**src/rtl/pulse_width_meter_if.sv**
```systemverilog
// Edge-pulse inputs and width result handshake for pulse_width_meter.
// drop_count_o exists only when PULSE_WIDTH_METER_DROP_CNT_EN is defined.
interface pulse_width_meter_if #(
    parameter int CNT_W = 16
);
    logic             rising_edge_i;
    logic             falling_edge_i;
    logic [CNT_W-1:0] width_o;
    logic             overflow_o;
    logic             width_valid_o;
    logic             width_ready_i;
    logic             dropped_o;
`ifdef PULSE_WIDTH_METER_DROP_CNT_EN
    logic [7:0]       drop_count_o;
`endif

    // master: edge source and result consumer; slave: the meter
    modport master (
        output rising_edge_i, falling_edge_i, width_ready_i,
        input  width_o, overflow_o, width_valid_o, dropped_o
`ifdef PULSE_WIDTH_METER_DROP_CNT_EN
        , input drop_count_o
`endif
    );

    modport slave (
        input  rising_edge_i, falling_edge_i, width_ready_i,
        output width_o, overflow_o, width_valid_o, dropped_o
`ifdef PULSE_WIDTH_METER_DROP_CNT_EN
        , output drop_count_o
`endif
    );
endinterface

```
**src/rtl/pulse_width_meter.sv**
```systemverilog
// Measures high time (cycles) from upstream edge pulses; one-entry result holding register.
// Optional saturating drop counter enabled by PULSE_WIDTH_METER_DROP_CNT_EN.
module pulse_width_meter #(
    parameter int CNT_W = 16
) (
    input  logic                clk,
    input  logic                reset,
    pulse_width_meter_if.slave  bus
);
    localparam logic [CNT_W-1:0] CNT_MAX = '1;

    typedef enum logic {IDLE, MEAS} state_e;

    state_e           state_q, state_d;
    logic [CNT_W-1:0] cnt_q, cnt_d;
    logic             sat_q, sat_d;
    logic [CNT_W-1:0] width_q, width_d;
    logic             ovf_q, ovf_d;
    logic             valid_q, valid_d;
    logic             dropped_q, dropped_d;
    logic             capture;
    logic             drop;
    logic             rise;
    logic             fall;

    // Simultaneous edges are illegal upstream and are treated as no edge.
    assign rise = bus.rising_edge_i & ~bus.falling_edge_i;
    assign fall = bus.falling_edge_i & ~bus.rising_edge_i;

    always_comb begin
        state_d = state_q;
        cnt_d   = cnt_q;
        sat_d   = sat_q;
        capture = 1'b0;
        unique case (state_q)
            IDLE: begin
                if (rise) begin
                    state_d = MEAS;
                    cnt_d   = {{(CNT_W-1){1'b0}}, 1'b1};
                    sat_d   = 1'b0;
                end
            end
            MEAS: begin
                if (fall) begin
                    capture = 1'b1;
                    state_d = IDLE;
                end else if (rise) begin
                    cnt_d = {{(CNT_W-1){1'b0}}, 1'b1};
                    sat_d = 1'b0;
                end else if (cnt_q == CNT_MAX) begin
                    sat_d = 1'b1;
                end else begin
                    cnt_d = cnt_q + 1'b1;
                end
            end
            default: state_d = IDLE;
        endcase
    end

    always_comb begin
        width_d   = width_q;
        ovf_d     = ovf_q;
        valid_d   = valid_q;
        dropped_d = dropped_q;
        drop      = 1'b0;
        if (capture) begin
            // A pending result leaving this cycle frees the register for the new one.
            if (!valid_q || bus.width_ready_i) begin
                width_d = cnt_q;
                ovf_d   = sat_q;
                valid_d = 1'b1;
            end else begin
                drop      = 1'b1;
                dropped_d = 1'b1;
            end
        end else if (valid_q && bus.width_ready_i) begin
            valid_d = 1'b0;
        end
    end

    always_ff @(posedge clk) begin
        if (reset) begin
            state_q   <= IDLE;
            cnt_q     <= '0;
            sat_q     <= 1'b0;
            width_q   <= '0;
            ovf_q     <= 1'b0;
            valid_q   <= 1'b0;
            dropped_q <= 1'b0;
        end else begin
            state_q   <= state_d;
            cnt_q     <= cnt_d;
            sat_q     <= sat_d;
            width_q   <= width_d;
            ovf_q     <= ovf_d;
            valid_q   <= valid_d;
            dropped_q <= dropped_d;
        end
    end

    assign bus.width_o       = width_q;
    assign bus.overflow_o    = ovf_q;
    assign bus.width_valid_o = valid_q;
    assign bus.dropped_o     = dropped_q;

`ifdef PULSE_WIDTH_METER_DROP_CNT_EN
    logic [7:0] drop_cnt_q, drop_cnt_d;

    always_comb begin
        drop_cnt_d = drop_cnt_q;
        if (drop && drop_cnt_q != 8'hFF)
            drop_cnt_d = drop_cnt_q + 8'd1;
    end

    always_ff @(posedge clk) begin
        if (reset) drop_cnt_q <= 8'd0;
        else       drop_cnt_q <= drop_cnt_d;
    end

    assign bus.drop_count_o = drop_cnt_q;
`else
    logic unused_drop;
    assign unused_drop = drop;
`endif
endmodule

```
**src/flat_wrapper.sv**
```systemverilog
// flat-port wrapper written by rule: the top's interface ports become plain ports
module pulse_width_meter_flat 
#(
    parameter int CNT_W = 16
)
  (clk, reset, bus_rising_edge_i, bus_falling_edge_i, bus_width_ready_i, bus_width_o, bus_overflow_o, bus_width_valid_o, bus_dropped_o);
  pulse_width_meter_if #(.CNT_W(CNT_W)) bus_i ();
  input  logic clk;
  input  logic reset;
  input wire logic [$bits(bus_i.rising_edge_i)-1:0] bus_rising_edge_i;
  input wire logic [$bits(bus_i.falling_edge_i)-1:0] bus_falling_edge_i;
  input wire logic [$bits(bus_i.width_ready_i)-1:0] bus_width_ready_i;
  output wire logic [$bits(bus_i.width_o)-1:0] bus_width_o;
  output wire logic [$bits(bus_i.overflow_o)-1:0] bus_overflow_o;
  output wire logic [$bits(bus_i.width_valid_o)-1:0] bus_width_valid_o;
  output wire logic [$bits(bus_i.dropped_o)-1:0] bus_dropped_o;
  assign bus_i.rising_edge_i = bus_rising_edge_i;
  assign bus_i.falling_edge_i = bus_falling_edge_i;
  assign bus_i.width_ready_i = bus_width_ready_i;
  assign bus_width_o = bus_i.width_o;
  assign bus_overflow_o = bus_i.overflow_o;
  assign bus_width_valid_o = bus_i.width_valid_o;
  assign bus_dropped_o = bus_i.dropped_o;
  pulse_width_meter #(.CNT_W(CNT_W)) u_core (.clk(clk), .reset(reset), .bus(bus_i));
endmodule
```
**config.mk**
```make
export PLATFORM = sky130hd
export DESIGN_NAME = pulse_width_meter_flat
export DESIGN_NICKNAME = d
export VERILOG_FILES = /design/src/rtl/pulse_width_meter_if.sv /design/src/rtl/pulse_width_meter.sv /design/src/flat_wrapper.sv
export SDC_FILE = /design/constraint.sdc
export NUM_CORES = 1
export LEC_CHECK = 0
export CAP_MARGIN = 30
export CORE_MARGIN = 2
export CORE_UTILIZATION = 50
export CTS_BUF_LIST = sky130_fd_sc_hd__clkbuf_4
export DETAILED_ROUTE_END_ITERATION = 12
export PLACE_DENSITY = 0.83
export SETUP_SLACK_MARGIN = 0.3
export SYNTH_ARGS = -nofsm -noshare
export SYNTH_HDL_FRONTEND = slang
export SYNTH_SLANG_ARGS = --single-unit
export TNS_END_PERCENT = 1
```
**constraint.sdc**
```tcl
create_clock -name clk -period 2 [get_ports clk]
set_input_delay 0.3 -clock clk [delete_from_list [all_inputs] [get_ports clk]]
set_output_delay 0.3 -clock clk [all_outputs]
set_load 0.02 [all_outputs]
```
==> flow_summary.yaml <==
status:
  outcome: "completed"
placement:
  place_hpwl_mm: 2.21
  gp_congestion: 0.909
  placed_area_um2: 1870
  place.port_buffers: 23
synthesis:
  synth_top_area_share: 0.470
  yosys.area.top_type: "dfxtp_1"
  syn_avg_cell_area_um2: 8.38
  synth_edf_count: 0
  syn-instance-count: 188
  synth_area_leaders: "dfxtp_1 (47%), nand2_1 (10%), a21oi_1 (8.9%)"
  netlist_area_um2: 1580
  synth-async-reset-ratio: 0
  syn_nets: 194
  ys_warn_count: 0
  synth.distinct_cells: 34
  ys_seq_elements: 37
  yosys_most_used_dff: "dfxtp_1"
  ys_seq_area_frac: 0.470
floorplan:
  rows: 20
  initial_core_util: 0.520
  dieArea_um2: 3620
  core-area_um2: 3030
  die_w_um: 60.1
  dieHeight_um: 60.1
  ios: 24
final_layout:
  mostFrequentLayoutCell: "nand2_1"
  drive_gt1_frac: 0.138
  syn2layout_area_growth_pct: 24.6
  antennaDiodeCount: 0
  utilization: 0.648
  fin_nets: 223
  final_area_um2: 1960
  multi_input_area_um2: 825
  final_cell_mix: "nand2_1 (42), dfxtp_1 (31), a21oi_1 (28)"
  fillers: 272
  seq_area_um2: 753
clocking:
  root_buffer: "clkbuf_4"
  htree_levels: 2
  cts_buffers: 5
  clk_pin_slew_ns: 0.10
  post-cts-setup-buffers: 0
  cts_tree: "yes"
  cts_sinks: 37
  worst_skew_pair.late_latency_ns: 0.34
  max-clock-path-buffers: 2
global_route:
  grt_pass1_wl_mm: 5.42
  antenna_found_initial: 0
  grt_overflow: 0
  grt_use_total: 0.198
  grt_max_degree: 23
  grt_pass1_vias: 1236
setup_path:
  cp_max_fo: 5
  critPathSlowestCell: "dfxtp_4"
  endpoint_kind: "register"
  crit_required_ns: 2.27
  cp_common_cell: "and4_4"
  rr_startpoint: "u_core.cnt_q[0]"
  crit_path_start: "u_core.cnt_q[0]"
  critPathKind: "register to register"
  crit_path_cell_trace: "ha_4 -> and4_4 -> and4_4 -> nor3b_1 -> maj3_2 -> nor3_2"
  worst_ep_arrival_time_ns: 1.92
  cp_slowest_stage_delay_ns: 0.39
  startpoint_type: "register"
pwr:
  ir_drop_v: 0.000383
  power.density_nw_per_um2: 610
  p_leak_nw: 0.630
  total_power_mw: 1.20
sta:
  period_minus_slack_ns: 1.65
  worst_slew_pin_slew_ns: 0.337
  fin_skew_ns: 0.00524
  final-max-slew-violation-count: 0
  rsz0062_at_grt: "yes"
  period_share: 0.826
  hold_violations: 0
  setup_viol: 0
  relSlewSlack: 0.775
  tns_ns: 0
  fmax_mhz: 606
detailed_routing:
  num_vias: 1390
  drc: 0
  drt_iter0_markers: 63
  ant_nets: 0
  totalWireLength_mm: 3.13
  dr.pass1.iters: 4
  drt-vias-per-instance: 5.31
  wire_per_inst_um: 11.9
flow_run:
  maxCapViolations: 0
min_path:
  hold_class: "register to register"
  min-delay-start: "u_core.bus.width_o[12]"
-- sequential cells by signal, indices dropped and copies added (netlist names) --
register and cells:
u_core.bus.width_o 16, u_core.state_q 1, u_core.bus.overflow_o 1, u_core.bus.dropped_o 1, u_core.cnt_q 16, u_core.sat_q 1
u_core.bus.width_valid_o 1
-- metal layers --
layer  track usage  wire length [um]
met5             0                 0
met4        0.0984                78
met3        0.0411               130
met2         0.300              1400
met1         0.266              1520
-- worst max-delay path: cells and delay by family (launching register included) --
kind	cells	cell delay, ns
simple gates	4	0.70
flops	1	0.39
fa+ha+maj	2	0.48
-- final cells by class --
cell class | instances | share of cell area
well taps | 44 | 0.0280
inverters | 2 | 0.00382
clock inverters | 2 | 0.00510
repair buffers | 28 | 0.136
clock buffers | 6 | 0.0229
flip-flops and latches | 37 | 0.384
multi-input cells | 143 | 0.420
-- stage by stage --
step | cells | hold slack [ns] | setup slack [ns]
after CTS | 262 | 0.460 | 0.304
after floorplan | 188 | 0.369 | 0.403
after detailed placement | 254 | 0.446 | 0.0824
after global routing | 262 | 0.478 | 0.277
final | 262 | 0.457 | 0.349
after global placement | 254 | 0.442 | 0.0992
-- worst paths after layout --
check                           end  slack [ns]  depth (start not counted)
min reg2reg  u_core.bus.width_o[12]        0.46                          2
min          u_core.bus.width_o[12]        0.46                          2
max                 u_core.cnt_q[1]        0.35                          6
max reg2reg         u_core.cnt_q[1]        0.35                          6
-- cells in the mapped netlist, drive strengths merged, types with 3 or more instances --
cell and number:
a211oi 3, nand2b 3, clkbuf 4, nand2 43, o211ai 3, nor2 13
nand4 7, and4 4, nand3 3, dfxtp 37, a21oi 29, o21ai 6
and3 4, or3 4, xor2 7
-- cells by family (layout without fill, tap and decap cells) --
kind of cell | count (synthesis) | count (layout) | synth area share
AND/OR/NAND/NOR | 89 | 89 | 0.276
AO/OA/AOI/OAI | 44 | 44 | 0.172
flip-flops | 37 | 37 | 0.470
XOR/XNOR | 8 | 8 | 0.0445
buffers and inverters | 8 | 38 | 0.0222
adder cells (fa/ha/maj) | 2 | 2 | 0.0151
-- what timing repair did --
| item | in CTS | in global routing |
|---|---|---|
| hold endpoints to repair | 0 | 0 |
| setup endpoints to repair | 2 | 6 |
| resized for setup | 3 | 10 |
| hold buffers | 0 | 0 |
-- power by group --
part / switching (mW) / total [mW] / internal, mW
Clock: 0.233 / 0.380 / 0.147
Sequential: 0.00875 / 0.750 / 0.741
Combinational: 0.0392 / 0.0678 / 0.0286
Power figures use the tool's default switching activity.
==> edit (same settings) <==
`CNT_W` is set to 16 in 3 places; all go to 12.
--- a/src/rtl/pulse_width_meter_if.sv
+++ b/src/rtl/pulse_width_meter_if.sv
@@ -1,7 +1,7 @@
 // Edge-pulse inputs and width result handshake for pulse_width_meter.
 // drop_count_o exists only when PULSE_WIDTH_METER_DROP_CNT_EN is defined.
 interface pulse_width_meter_if #(
-    parameter int CNT_W = 16
+    parameter int CNT_W = 12
 );
     logic             rising_edge_i;
     logic             falling_edge_i;
--- a/src/rtl/pulse_width_meter.sv
+++ b/src/rtl/pulse_width_meter.sv
@@ -1,7 +1,7 @@
 // Measures high time (cycles) from upstream edge pulses; one-entry result holding register.
 // Optional saturating drop counter enabled by PULSE_WIDTH_METER_DROP_CNT_EN.
 module pulse_width_meter #(
-    parameter int CNT_W = 16
+    parameter int CNT_W = 12
 ) (
     input  logic                clk,
     input  logic                reset,
--- a/src/flat_wrapper.sv
+++ b/src/flat_wrapper.sv
@@ -1,7 +1,7 @@
 // flat-port wrapper written by rule: the top's interface ports become plain ports
 module pulse_width_meter_flat 
 #(
-    parameter int CNT_W = 16
+    parameter int CNT_W = 12
 )
   (clk, reset, bus_rising_edge_i, bus_falling_edge_i, bus_width_ready_i, bus_width_o, bus_overflow_o, bus_width_valid_o, bus_dropped_o);
   pulse_width_meter_if #(.CNT_W(CNT_W)) bus_i ();
Ports: changed (resized bus_width_o); port bits go from 24 to 20. No check against the original RTL was run, so the function may have changed too.
==> edit against the original RTL <==
Setup slack improved by 0.024 ns; area after synthesis shrank 21%; critical path depth is 1 lower; sequential cell count fell by 8; non-clock buffer count down 4; routed wire length fell by 13%; clock power fell by 3%; total power fell by 15%; synthesized cell count decreased by 30%; cell area is 21% lower; critical endpoint is now u_core.cnt_q[6]; largest power group unchanged.
==> edit: results (changes against the original RTL) <==
[hold_path]
min_to=u_core.sat_q  ; was u_core.bus.width_o[12]
whs_path_depth=1  ; was 2
worstHoldStart=u_core.sat_q  ; was u_core.bus.width_o[12]
min_path_type=flip-flop to flip-flop  ; unchanged

[sta]
fin_skew_ns=0.00785  ; was 0.00524 ns
holdWs_ns=0.481  ; was 0.457 ns
timing.slew.headroom_pct=75.0  ; was 77.5%

[yosys]
yosys-top-cells-area=dfxtp_1 47%, mux2i_1 14%, nor2_1 6.0%  ; was dfxtp_1 47%, nand2_1 10%, a21oi_1 8.9%
seq_area_frac_synth_pct=46.5  ; was 47.0%
synth_nets=138  ; was 194
syn_inst=132  ; was 188
ys_types=35  ; was 34
yosys_most_used_dff=dfxtp_1  ; unchanged
synth_common_cells=29 x dfxtp_1, 20 x nor2_1, 17 x mux2i_1, 7 x a21oi_1, 7 x nand2_1  ; was 42 x nand2_1, 37 x dfxtp_1, 28 x a21oi_1, 13 x nor2_1

[setup_path]
worstReg2RegEnd=u_core.cnt_q[6]  ; was u_core.cnt_q[1]
crit_arrival_ns=1.88  ; was 1.92 ns
reg2reg_depth=5  ; was 6
r2r_slack_ns=0.37  ; was 0.35 ns
worst_setup_path_startpoint=u_core.cnt_q[0]  ; unchanged

[global_routing]
grt_pass1_vias=1046  ; was 1236
global_route.usage.met3_pct=9.17  ; was 4.11%
gr-usage-met2_pct=36.2  ; was 30.0%
grt_use_met1_pct=25.4  ; was 26.6%
grt_usage_pct=22.6  ; was 19.8%
antenna_found_initial=0  ; unchanged
grt_pass1_wl_um=4500  ; was 5420 µm
grt_max_degree=14  ; was 23

[detailed_routing]
drt-initial-drc-count=22  ; was 63
drt-vias-per-instance=5.68  ; was 5.31
finalWirelength_um=2720  ; was 3130 µm

[clock_network]
cts-buffers-inserted=5  ; unchanged
clock_tree.root_cell=clkbuf_4  ; unchanged
clk-insertion-delay-late_ns=0.33

[power]
power.leakage_nw=0.530  ; was 0.630 nW
pwr-share-clk_pct=36.2  ; was 31.8%
internal_power_mw=0.790  ; was 0.917 mW
seqPwrFrac_pct=57.7  ; was 62.6%
total_power_mw=1.02  ; was 1.20 mW
vdd_drop_max_mv=0.533  ; was 0.383 mV

[place]
place_inst=179  ; was 254
place_area_um2=1480  ; was 1870 µm²
place.gp.congestion=0.936  ; was 0.909
numPortBuffers=19  ; was 23
dp_slack_ns=-0.0120  ; was 0.0824 ns
dpl.hpwl_um=1930  ; was 2210 µm

[run_status]
status=completed  ; unchanged

[cells_and_area]
nFillCells=206  ; was 272
drive_gt1_share_pct=12.6  ; was 13.8%
finalNonFillerCells=189  ; was 262
nNetsFinal=164  ; was 223

## edit: changes by cell type after synthesis, sizes merged, moves of 3 or more
cell / before / now
nor2: 13 / 20
a211oi: 3 / 0
nand2: 43 / 7
a21oi: 29 / 7
dfxtp: 37 / 29
mux2i: 0 / 17
and3: 4 / 1
nand4: 7 / 4
xor2: 7 / 2
## edit: logic make-up (layout without fill, tap and decap cells)
logic type | count (synthesis) | count (layout) | share of synthesized area [%]
fa+ha+maj | 2 | 2 | 1.91
buf+inv | 9 | 36 | 3.41
flops | 29 | 29 | 46.5
compound gates | 18 | 18 | 10.4
mux | 17 | 17 | 13.6
xor+xnor | 2 | 2 | 1.40
simple gates | 55 | 55 | 22.7
## edit: worst max path at each step
stage,slack [ns],cells past startpoint,to
global placement,0.10,5,u_core.cnt_q[9]
finish,0.37,5,u_core.cnt_q[6]
floorplan,0.54,4,u_core.cnt_q[10]
global route,0.27,5,u_core.cnt_q[10]
detailed placement,-0.01,5,u_core.cnt_q[9]
CTS,0.33,5,u_core.cnt_q[9]
## edit: worst max-delay path, stage by stage, from the launching register on
cell	delay [ns]
dfxtp_1	0.43
ha_1	0.21
and3_2	0.22
o2111ai_1	0.18
or3_1	0.34
a21oi_1	0.17
## edit: repair_timing
item,in CTS,in global routing
resized for setup,0,1
setup buffers,0,2
setup endpoints to repair,0,8
## edit: final cells by class
cell class | count | area, µm² | area share [%]
multi-input combinational | 94 | 627 | 40.2
sequential | 29 | 581 | 37.2
timing repair buffer | 24 | 240 | 15.4
clock buffer | 8 | 60.1 | 3.85
tap | 30 | 37.5 | 2.41
inverter | 4 | 15.0 | 0.962
## edit: per-layer routing
layer	routed length, µm	up-vias
li1	-	521
met1	1190	497
met2	1240	49
met3	206	7
met4	79	0
met5	0	-
